===== src/rtl/ped_signal_pkg.sv =====
`timescale 1ns/1ps
// Shared definitions for the pedestrian signal: state encoding, BCD count type,
// seven-segment patterns.
package ped_signal_pkg;

  typedef enum logic [1:0] {
    ST_STOP  = 2'd0,
    ST_WALK  = 2'd1,
    ST_FLASH = 2'd2
  } ped_state_e;

  typedef struct packed {
    logic [3:0] tens;
    logic [3:0] ones;
  } bcd_t;

  localparam logic [6:0] SEG_BLANK = 7'b0000000;

  // Active-high segments {g,f,e,d,c,b,a}; non-decimal codes read as blank.
  function automatic logic [6:0] seg7_pattern(input logic [3:0] digit);
    logic [6:0] seg;
    case (digit)
      4'd0:    seg = 7'b0111111;
      4'd1:    seg = 7'b0000110;
      4'd2:    seg = 7'b1011011;
      4'd3:    seg = 7'b1001111;
      4'd4:    seg = 7'b1100110;
      4'd5:    seg = 7'b1101101;
      4'd6:    seg = 7'b1111101;
      4'd7:    seg = 7'b0000111;
      4'd8:    seg = 7'b1111111;
      4'd9:    seg = 7'b1101111;
      default: seg = SEG_BLANK;
    endcase
    return seg;
  endfunction

  function automatic int unsigned bcd_value(input bcd_t v);
    return 32'(v.tens) * 32'd10 + 32'(v.ones);
  endfunction

endpackage


===== src/rtl/ped_signal_seg7_dec.sv =====
`timescale 1ns/1ps
// Combinational BCD digit to seven-segment decoder.
module seg7_dec
  import ped_signal_pkg::*;
(
  input  logic [3:0] digit,
  output logic [6:0] seg_c
);

  always_comb begin
    seg_c = seg7_pattern(digit);
  end

endmodule


===== src/rtl/ped_signal.sv =====
`timescale 1ns/1ps
// Pedestrian walk/don't-walk controller with a two-digit BCD countdown,
// driven by the main controller's pedestrian-phase signal P.
module ped_signal
  import ped_signal_pkg::*;
#(
  parameter int unsigned CLK_HZ  = 1000000,
  parameter int unsigned PED_S   = 25,
  parameter int unsigned FLASH_S = 5
) (
  input  logic       clk,
  input  logic       rst,
  input  logic       P,
  output logic       walk,
  output logic       dont_walk,
  output logic [3:0] bcd_tens,
  output logic [3:0] bcd_ones,
  output logic [6:0] seg_tens,
  output logic [6:0] seg_ones
);

  localparam int unsigned PRE_W  = (CLK_HZ > 1) ? $clog2(CLK_HZ) : 1;
  localparam int unsigned HALF   = (CLK_HZ >= 2) ? CLK_HZ / 2 : 1;
  localparam int unsigned HALF_W = (HALF > 1) ? $clog2(HALF) : 1;

  localparam logic [PRE_W-1:0]  PRE_LAST  = PRE_W'(CLK_HZ - 1);
  localparam logic [HALF_W-1:0] HALF_LAST = HALF_W'(HALF - 1);
  localparam logic [3:0]        PED_TENS  = 4'(PED_S / 10);
  localparam logic [3:0]        PED_ONES  = 4'(PED_S % 10);
  // A phase no longer than the flash window starts out flashing.
  localparam ped_state_e START_STATE = (PED_S <= FLASH_S) ? ST_FLASH : ST_WALK;

  ped_state_e        state;
  bcd_t              count;
  logic [PRE_W-1:0]  pre;
  logic [HALF_W-1:0] half_cnt;
  logic              flash_on;
  logic              p_q;

  logic       tick_c;
  logic       rise_c;
  logic       enters_flash_c;
  bcd_t       count_dec_c;
  logic [6:0] seg_tens_c;
  logic [6:0] seg_ones_c;

  // Saturating BCD decrement and flash-threshold test on the decremented value.
  always_comb begin
    count_dec_c = count;
    if (count.ones != 4'd0) begin
      count_dec_c.ones = count.ones - 4'd1;
    end else if (count.tens != 4'd0) begin
      count_dec_c.tens = count.tens - 4'd1;
      count_dec_c.ones = 4'd9;
    end
    tick_c         = (pre == PRE_LAST);
    rise_c         = P & ~p_q;
    enters_flash_c = (bcd_value(count_dec_c) <= FLASH_S);
  end

  seg7_dec u_seg_tens (.digit(count.tens), .seg_c(seg_tens_c));
  seg7_dec u_seg_ones (.digit(count.ones), .seg_c(seg_ones_c));

  // Phase FSM, prescaler, countdown and the registered lamp/display outputs.
  always_ff @(posedge clk or posedge rst) begin
    if (rst) begin
      state     <= ST_STOP;
      count     <= '0;
      pre       <= '0;
      half_cnt  <= '0;
      flash_on  <= 1'b0;
      p_q       <= 1'b1;
      walk      <= 1'b0;
      dont_walk <= 1'b1;
      bcd_tens  <= 4'd0;
      bcd_ones  <= 4'd0;
      seg_tens  <= SEG_BLANK;
      seg_ones  <= SEG_BLANK;
    end else begin
      p_q <= P;

      case (state)
        ST_STOP: begin
          if (rise_c) begin
            state    <= START_STATE;
            count    <= {PED_TENS, PED_ONES};
            pre      <= '0;
            half_cnt <= '0;
            flash_on <= 1'b1;
          end
        end
        ST_WALK, ST_FLASH: begin
          if (!P) begin
            state    <= ST_STOP;
            count    <= '0;
            pre      <= '0;
            half_cnt <= '0;
            flash_on <= 1'b0;
          end else begin
            pre <= tick_c ? '0 : pre + PRE_W'(1);
            if (state == ST_FLASH) begin
              if (half_cnt == HALF_LAST) begin
                half_cnt <= '0;
                flash_on <= ~flash_on;
              end else begin
                half_cnt <= half_cnt + HALF_W'(1);
              end
            end
            if (tick_c) begin
              count <= count_dec_c;
              if (state == ST_WALK && enters_flash_c) begin
                state    <= ST_FLASH;
                half_cnt <= '0;
                flash_on <= 1'b1;
              end
            end
          end
        end
        default: state <= ST_STOP;
      endcase

      // Outputs follow the state/count registers by one clock.
      walk      <= (state == ST_WALK) || (state == ST_FLASH && flash_on);
      dont_walk <= (state == ST_STOP);
      if (state == ST_STOP) begin
        bcd_tens <= 4'd0;
        bcd_ones <= 4'd0;
        seg_tens <= SEG_BLANK;
        seg_ones <= SEG_BLANK;
      end else begin
        bcd_tens <= count.tens;
        bcd_ones <= count.ones;
        seg_tens <= (count.tens == 4'd0) ? SEG_BLANK : seg_tens_c;
        seg_ones <= seg_ones_c;
      end
    end
  end

endmodule

===== config.mk =====
export PLATFORM = sky130hd
export DESIGN_NAME = ped_signal
export DESIGN_NICKNAME = d
export VERILOG_FILES = /design/src/rtl/ped_signal_pkg.sv /design/src/rtl/ped_signal_seg7_dec.sv /design/src/rtl/ped_signal.sv
export SDC_FILE = /design/constraint.sdc
export NUM_CORES = 1
export LEC_CHECK = 0
export CAP_MARGIN = 20
export CORE_MARGIN = 10
export CORE_UTILIZATION = 32
export CTS_BUF_LIST = sky130_fd_sc_hd__clkbuf_16
export CTS_CLUSTER_SIZE = 24
export DETAILED_ROUTE_END_ITERATION = 8
export GPL_ROUTABILITY_DRIVEN = 0
export SKIP_LAST_GASP = 1
export SYNTH_ARGS = -nofsm -noshare
export SYNTH_HDL_FRONTEND = slang
export SYNTH_SLANG_ARGS = --single-unit

===== constraint.sdc =====
create_clock -name clk -period 13 [get_ports clk]
set_clock_uncertainty 0.1 [all_clocks]
set_input_delay 1.3 -clock clk [delete_from_list [all_inputs] [get_ports clk]]
set_output_delay 1.3 -clock clk [all_outputs]
set_load 0.02 [all_outputs]

==> results of run 1 <==
==> placed cells by master, fill, tap and decap left out, types with 5 or more instances in the layout <==
cell,Yosys,layout
sky130_fd_sc_hd__nor4_1,5,5
sky130_fd_sc_hd__dfrtp_1,73,73
sky130_fd_sc_hd__a31oi_1,8,8
sky130_fd_sc_hd__nor3_1,8,8
sky130_fd_sc_hd__xnor2_1,10,10
sky130_fd_sc_hd__nand2b_1,5,5
sky130_fd_sc_hd__nand2_1,56,56
sky130_fd_sc_hd__ha_1,25,25
sky130_fd_sc_hd__or3_1,5,5
sky130_fd_sc_hd__nand3_1,22,22
sky130_fd_sc_hd__o21ai_0,21,21
sky130_fd_sc_hd__inv_1,28,27
sky130_fd_sc_hd__xor2_1,8,8
sky130_fd_sc_hd__a21oi_1,23,23
sky130_fd_sc_hd__nor2_1,53,53
sky130_fd_sc_hd__and3_1,8,8
sky130_fd_sc_hd__clkbuf_16,0,9
sky130_fd_sc_hd__nand4_1,18,18
sky130_fd_sc_hd__and2_1,5,5
sky130_fd_sc_hd__clkdlybuf4s50_1,0,26
sky130_fd_sc_hd__o311ai_1,5,5
==> power breakdown <==
group          switching [uW]  internal, uW  total (uW)
clock                    92.7           185         278
combinational             189           121         310
sequential               24.7           269         294
total                     307           575         882
==> metal layers <==
layer	wire [um]	up-vias	share of wire (%)	GRT usage [%]
met2	4150	77	45	16.7
li1	-	1704	-	-
met5	0	-	0	0
met3	558	17	6.0	2.30
met4	202	0	2.2	5.44
met1	4350	1649	47	13.0
==> through the flow <==
step	hold WS, ns	setup WS (ns)	total power (uW)	cell area (um^2)
global placement	0.397	8.07	601	4650
global route	0.438	7.23	941	4990
detailed placement	0.398	7.89	606	4650
floorplan	0.378	8.82	504	4250
CTS	0.409	7.89	888	4980
finish	0.405	7.86	882	4990
==> cell usage after synthesis, drive strengths merged, types with 2 or more instances <==
master,instances
o211ai,3
a21oi,24
or3b,2
nor4b,4
and2,5
a22o,3
fa,2
clkbuf,13
nand2b,5
o22ai,4
nand3,22
nor2b,4
buf,7
o21a,2
ha,25
o31ai,3
a21o,3
nor3,8
a22oi,3
mux2i,2
nor3b,2
a31oi,8
dfrtp,73
xnor2,10
inv,28
o21ai,24
or2,4
dfstp,2
xor2,8
nand2,57
nor2,53
nor4,5
or3,6
o311ai,8
nand4,18
and3,8
==> cell type report <==
type                            count  area [um^2]
Multi-Input combinational cell    348         2170
Fill cell                        1318         8140
Inverter                           28          105
Clock inverter                      7          106
Tap cell                          176          220
Timing Repair Buffer               28          283
Sequential cell                    75         1880
Clock buffer                        9          225
==> final timing paths <==
kind,to,slack [ns],cells after the start
worst max-delay path,half_cnt[11]$_DFFE_PP0P_,7.86,14
min in group asynchronous,half_cnt[11]$_DFFE_PP0P_,1.48,3
max in group asynchronous,pre[0]$_DFFE_PP0P_,10.73,3
worst max register to register,half_cnt[11]$_DFFE_PP0P_,7.86,14
worst min register to register,half_cnt[0]$_DFFE_PP0P_,0.40,1
worst min-delay path,half_cnt[0]$_DFFE_PP0P_,0.40,1
==> flip-flops by register name (all words and copies together) (netlist names) <==
signal	count
bcd_ones	4
bcd_tens	4
count	8
dont_walk	1
flash_on	1
half_cnt	19
p_q	1
pre	20
seg_ones	7
seg_tens	7
state	2
walk	1
==> worst max-delay path: cells and delay by family, from the launching register on <==
kind	cells	cell delay, ns
fa+ha+maj	4	1.16
compound gates	5	1.59
simple gates	4	1.47
buf+inv	1	0.22
flops	1	0.46
==> cells by family after synthesis <==
group                      Yosys count
muxes                                2
buffers and inverters               48
DFF                                 75
xor gates and xnor gates            18
and+or+nand+nor                    210
AOI/OAI and AO/OA                   91
adders and majority gates           27
==> flow_metrics.py, run 1 <==
metrics = {
    "status": {
        "run_status": "finished, final reports clean",
    },
    "sta": {
        "timing.final.crit_period_ns": 5.14,
        "highest_clock_rate_mhz": 195,
        "finalMaxSlewViolations": 0,
        "timing.setup.tns_ns": 0,
        "tightest_slew_ns": 0.936,
        "final_hold_viol_count": 0,
        "timing.max_slew.rel_slack_pct": 37.6,
        "final_min_period_over_clock_period_pct": 39.5,
        "unrepaired_setup_endpoints_after_global_routing": "no",
        "setup_viol_count_final": 0,
    },
    "global_routing": {
        "first_global_vias": 3357,
        "pin_count_of_the_biggest_net_entering_global_routing": 76,
        "grt_first_pass_wirelength_mm": 15.8,
        "global_route.usage.total_pct": 10.5,
        "number_of_antenna_violations_at_the_first_check_in_global_routing": 0,
        "grt-ovfl-total": 0,
    },
    "critical_path": {
        "worst_setup_path_startpoint": "count[1]$_DFFE_PP0P_",
        "critical_path.cell_chain": "inv_1, ha_1, nor3b_1, nand2_1, o31ai_1, ha_1, ha_1, fa_1, nor4b_1, o21ai_0, a21oi_1, o2111ai_4, nand2_2, o311ai_0",
        "timing.critical_path.fanout_max": 27,
        "crit_path_frequent_cell": "sky130_fd_sc_hd__ha_1",
        "required_ns": 13.09,
        "cp_slowest_cell": "sky130_fd_sc_hd__o31ai_1",
        "critical_path.endpoint_type": "flip-flop",
        "worst_r2r_startpoint": "count[1]$_DFFE_PP0P_",
        "crit_path_max_incr_delay_ns": 0.59,
        "worst-endpoint-arrival_ns": 5.23,
        "worst-setup-path-type": "flip-flop to flip-flop",
        "timing.critical_path.from_type": "flip-flop",
    },
    "detailed_routing": {
        "1st_iter_drt_viols": 302,
        "avgViaCountPerCell": 5.14,
        "vias": 3447,
        "drtAntennaViolNets": 0,
        "route.detailed.wl_per_inst_um": 13.8,
        "postRouteWirelength_mm": 9.27,
        "first_pass_iters": 4,
        "detail_route.drc_violations": 0,
    },
    "layout": {
        "final_layout_size_suffix_gt1_share_pct": 6.06,
        "post_layout_nonfiller_instances": 671,
        "n_antenna_cell": 0,
        "finish.net_count": 520,
        "syn2layout_area_growth_pct": 17.5,
        "postLayoutCoreUtil_pct": 38.0,
    },
    "cts": {
        "cts_resized": 0,
        "cts_num_sinks": 75,
        "max-clock-path-buffers": 2,
        "htreeDepth": 3,
        "ctsRootBufferMaster": "sky130_fd_sc_hd__clkbuf_16",
        "clk-insertion-delay-late_ns": 0.34,
        "cts-buffers-inserted": 9,
        "postCtsHoldBufs": 0,
        "clk_pin_slew_worst_paths_ns": 0.05,
        "tritoncts_clock_tree": "built",
        "cts_setup_buffers": 0,
    },
    "synthesis": {
        "synth_top_cells_by_area": "sky130_fd_sc_hd__dfrtp_1 43%, sky130_fd_sc_hd__ha_1 7.4%, sky130_fd_sc_hd__nand2_1 4.9%",
        "synth_area_mm2": 0.00425,
        "synth-compound-area-share_pct": 13.9,
        "yosys.area_share.adder_pct": 8.30,
        "post_synth_inst_count": 471,
        "postSynthRegisterBits": 75,
        "synth_enable_flop_cells": 0,
        "main_flop_type_after_synthesis": "sky130_fd_sc_hd__dfrtp_1",
        "yosysWarnings": 0,
        "synth_nets": 501,
        "synth.distinct_cells": 59,
        "post-synth-top-area-cell": "sky130_fd_sc_hd__dfrtp_1",
        "synthesis.area_per_instance_um2": 9.02,
        "ys_seq_area_share_pct": 44.2,
        "synth_top_family_by_area": "simple AND/OR/NAND/NOR gates",
        "post_synth_mux_area_share_pct": 0.559,
        "synth-simple-area-share_pct": 24.7,
        "synth_async_sr_flop_share_pct": 100,
        "yosys.area.top_type_share_pct": 43.0,
        "synth_xor_area_share_pct": 3.71,
    },
    "floorplan": {
        "die_width_um": 135,
        "chip_height_um": 135,
        "start_util_pct": 32.3,
        "floorplan.io_pins": 27,
        "std_cell_rows": 42,
        "coreArea_mm2": 0.0131,
        "fp.dieArea_mm2": 0.0183,
    },
    "hold_path": {
        "timing.hold.worst.class": "flip-flop to flip-flop",
        "hold_path.startpoint": "half_cnt[0]$_DFFE_PP0P_",
    },
    "power": {
        "max-vdd-ir-drop_uv": 83.1,
        "static-leakage-power_uw": 0.00207,
        "power-per-cell-area_mw_per_mm2": 177,
    },
    "placed_design": {
        "buffer_ports.inserted": 26,
        "place_inst": 654,
        "dpl.hpwl_mm": 6.46,
    },
    "flow_run": {
        "cap_viol_max_count": 0,
    },
}
(Power assumes the default switching activity.)
==> run 2, diff against run 1 <==
==> constraint.sdc (replaced) <==
create_clock -name clk -period 4.9 [get_ports clk]
set_clock_uncertainty 0.1 [all_clocks]
set_input_delay 0.49 -clock clk [delete_from_list [all_inputs] [get_ports clk]]
set_output_delay 0.49 -clock clk [all_outputs]
set_load 0.02 [all_outputs]
==> flow_metrics.py, run 2 (synthesized netlist as in run 1, its figures left out) <==
metrics = {
    "status": {
        "run_status": "finished, final reports clean",
    },
    "global_routing": {
        "first_global_vias": 3370,
        "grt-ovfl-total": 0,
        "global_route.usage.total_pct": 10.7,
        "number_of_antenna_violations_at_the_first_check_in_global_routing": 0,
        "grt_first_pass_wirelength_mm": 16.3,
        "pin_count_of_the_biggest_net_entering_global_routing": 46,
    },
    "floorplan": {
        "coreArea_mm2": 0.0131,
        "start_util_pct": 32.3,
        "die_width_um": 135,
        "floorplan.io_pins": 27,
        "std_cell_rows": 42,
        "fp.dieArea_mm2": 0.0183,
        "chip_height_um": 135,
    },
    "critical_path": {
        "worst_r2r_startpoint": "count[1]$_DFFE_PP0P_",
        "slack_of_the_worst_reg_to_reg_path_ns": 0.39,
        "timing.critical_path.fanout_max": 13,
        "crit_path_max_incr_delay_ns": 0.46,
        "worst_path_bufs_invs": 2,
        "critical_path.endpoint_type": "flip-flop",
        "timing.critical_path.from_type": "flip-flop",
        "critical_path.cell_chain": "inv_1, ha_1, or3b_1, or3_4, o21ai_0, ha_1, ha_1, fa_1, nor4b_1, o21ai_0, a21oi_1, o2111ai_4, buf_4, a21o_1, a21oi_1",
        "required_ns": 5.05,
        "cp_slowest_cell": "sky130_fd_sc_hd__dfrtp_1",
        "cp_top_family": "compound AO/OA/AOI/OAI gates",
        "crit_path_frequent_cell": "sky130_fd_sc_hd__ha_1",
        "worst-endpoint-arrival_ns": 4.66,
        "worst-setup-path-type": "flip-flop to flip-flop",
        "worst_setup_path_startpoint": "count[1]$_DFFE_PP0P_",
    },
    "power": {
        "static-leakage-power_uw": 0.00212,
        "totalPowerFinal_uw": 2260,
        "max-vdd-ir-drop_uv": 189,
        "power-per-cell-area_mw_per_mm2": 448,
    },
    "layout": {
        "largestRegisters": "pre: 20 flops, half_cnt: 19 flops, count: 8 flops",
        "postLayoutCoreUtil_pct": 38.4,
        "finish.net_count": 533,
        "syn2layout_area_growth_pct": 18.8,
        "num-fill-cells": 1324,
        "largest-register": "pre",
        "most-common-layout-cells": "73 x sky130_fd_sc_hd__dfrtp_1, 56 x sky130_fd_sc_hd__nand2_1, 53 x sky130_fd_sc_hd__nor2_1, 30 x sky130_fd_sc_hd__inv_1, 26 x sky130_fd_sc_hd__clkdlybuf4s50_1",
        "n_antenna_cell": 0,
        "final_layout_size_suffix_gt1_share_pct": 8.07,
        "final_common_cell": "sky130_fd_sc_hd__dfrtp_1",
        "max_reg_flops": 20,
    },
    "cts": {
        "tritoncts_clock_tree": "built",
        "cts-buffers-inserted": 9,
        "clk_pin_slew_worst_paths_ns": 0.05,
        "cts_num_sinks": 75,
        "htreeDepth": 3,
        "clk-insertion-delay-late_ns": 0.33,
        "ctsRootBufferMaster": "sky130_fd_sc_hd__clkbuf_16",
        "max-clock-path-buffers": 2,
    },
    "hold_path": {
        "timing.hold.worst.class": "flip-flop to flip-flop",
        "hold_path.startpoint": "half_cnt[0]$_DFFE_PP0P_",
    },
    "detailed_routing": {
        "route.detailed.wl_per_inst_um": 14.0,
        "first_pass_iters": 6,
        "avgViaCountPerCell": 5.19,
        "1st_iter_drt_viols": 295,
        "postRouteWirelength_mm": 9.56,
        "drtAntennaViolNets": 0,
        "detail_route.drc_violations": 0,
        "vias": 3550,
    },
    "sta": {
        "timing.final.crit_period_ns": 4.51,
        "timing.max_slew.rel_slack_pct": 37.8,
        "highest_clock_rate_mhz": 222,
        "setup_viol_count_final": 0,
        "unrepaired_setup_endpoints_after_global_routing": "yes",
        "final_min_period_over_clock_period_pct": 92.1,
        "finalMaxSlewViolations": 0,
        "tightest_slew_ns": 0.932,
        "final_hold_viol_count": 0,
    },
    "flow_run": {
        "cap_viol_max_count": 0,
    },
    "placed_design": {
        "dpl.hpwl_mm": 6.78,
        "buffer_ports.inserted": 26,
    },
}
[run 2: changes by cell type in the layout (fill, tap and decap cells not counted)]
cell and change:
sky130_fd_sc_hd__nand2_4 +1, sky130_fd_sc_hd__clkinv_2 -1, sky130_fd_sc_hd__o31ai_1 -1, sky130_fd_sc_hd__inv_1 +3
sky130_fd_sc_hd__buf_4 +13, sky130_fd_sc_hd__nand2_2 -1, sky130_fd_sc_hd__o31ai_2 +1, sky130_fd_sc_hd__bufinv_16 -2
[run 2: per-stage QoR]
stage	hold slack (ns)	std cells	cell area (um^2)	worst slack [ns]	setup TNS [ns]
after floorplan	0.378	471	4250	0.724	0
after global placement	0.394	662	4710	0.412	0
after detailed placement	0.418	662	4710	0.327	0
after CTS	0.426	678	4980	0.312	0
after global routing	0.441	684	5050	-0.0274	-0.0364
final	0.420	684	5050	0.389	0
[run 2: layout make-up]
class	instances	area [um^2]	area share [%]
tap	176	220	4.36
timing repair buffer	41	380	7.54
sequential	75	1880	37.2
clock buffer	9	225	4.46
multi-input combinational	348	2180	43.3
inverter	28	105	2.08
clock inverter	7	52.6	1.04
[run 2: per-layer routing]
| layer | vias up | track usage [%] | share of wire [%] |
|---|---|---|---|
| met1 | 1728 | 14.2 | 48 |
| met5 | - | 0 | 0 |
| met3 | 10 | 1.93 | 5.9 |
| li1 | 1725 | - | - |
| met4 | 0 | 4.55 | 1.5 |
| met2 | 87 | 16.8 | 45 |
[run 2: report_power, final]
part,total [uW],leakage (uW),switching (uW),internal [uW]
clock,624,0.000146,241,383
sequential,759,0.00100,43.5,715
combinational,878,0.000966,532,346
[run 2: repair_timing]
item / in CTS / in global routing
setup buffers: 0 / 5
resized for setup: 0 / 2
hold buffers: 0 / 0
setup endpoints to repair: 0 / 16
[run 2: worst paths after layout]
check,to,cells after the start
worst max-delay path,state[0]$_DFFE_PP0P_,15
min in group asynchronous,half_cnt[9]$_DFFE_PP0P_,2
worst min-delay path,half_cnt[0]$_DFFE_PP0P_,1
max in group asynchronous,p_q$_DFF_PP1_,3
worst max register to register,state[0]$_DFFE_PP0P_,15
worst min register to register,half_cnt[0]$_DFFE_PP0P_,1
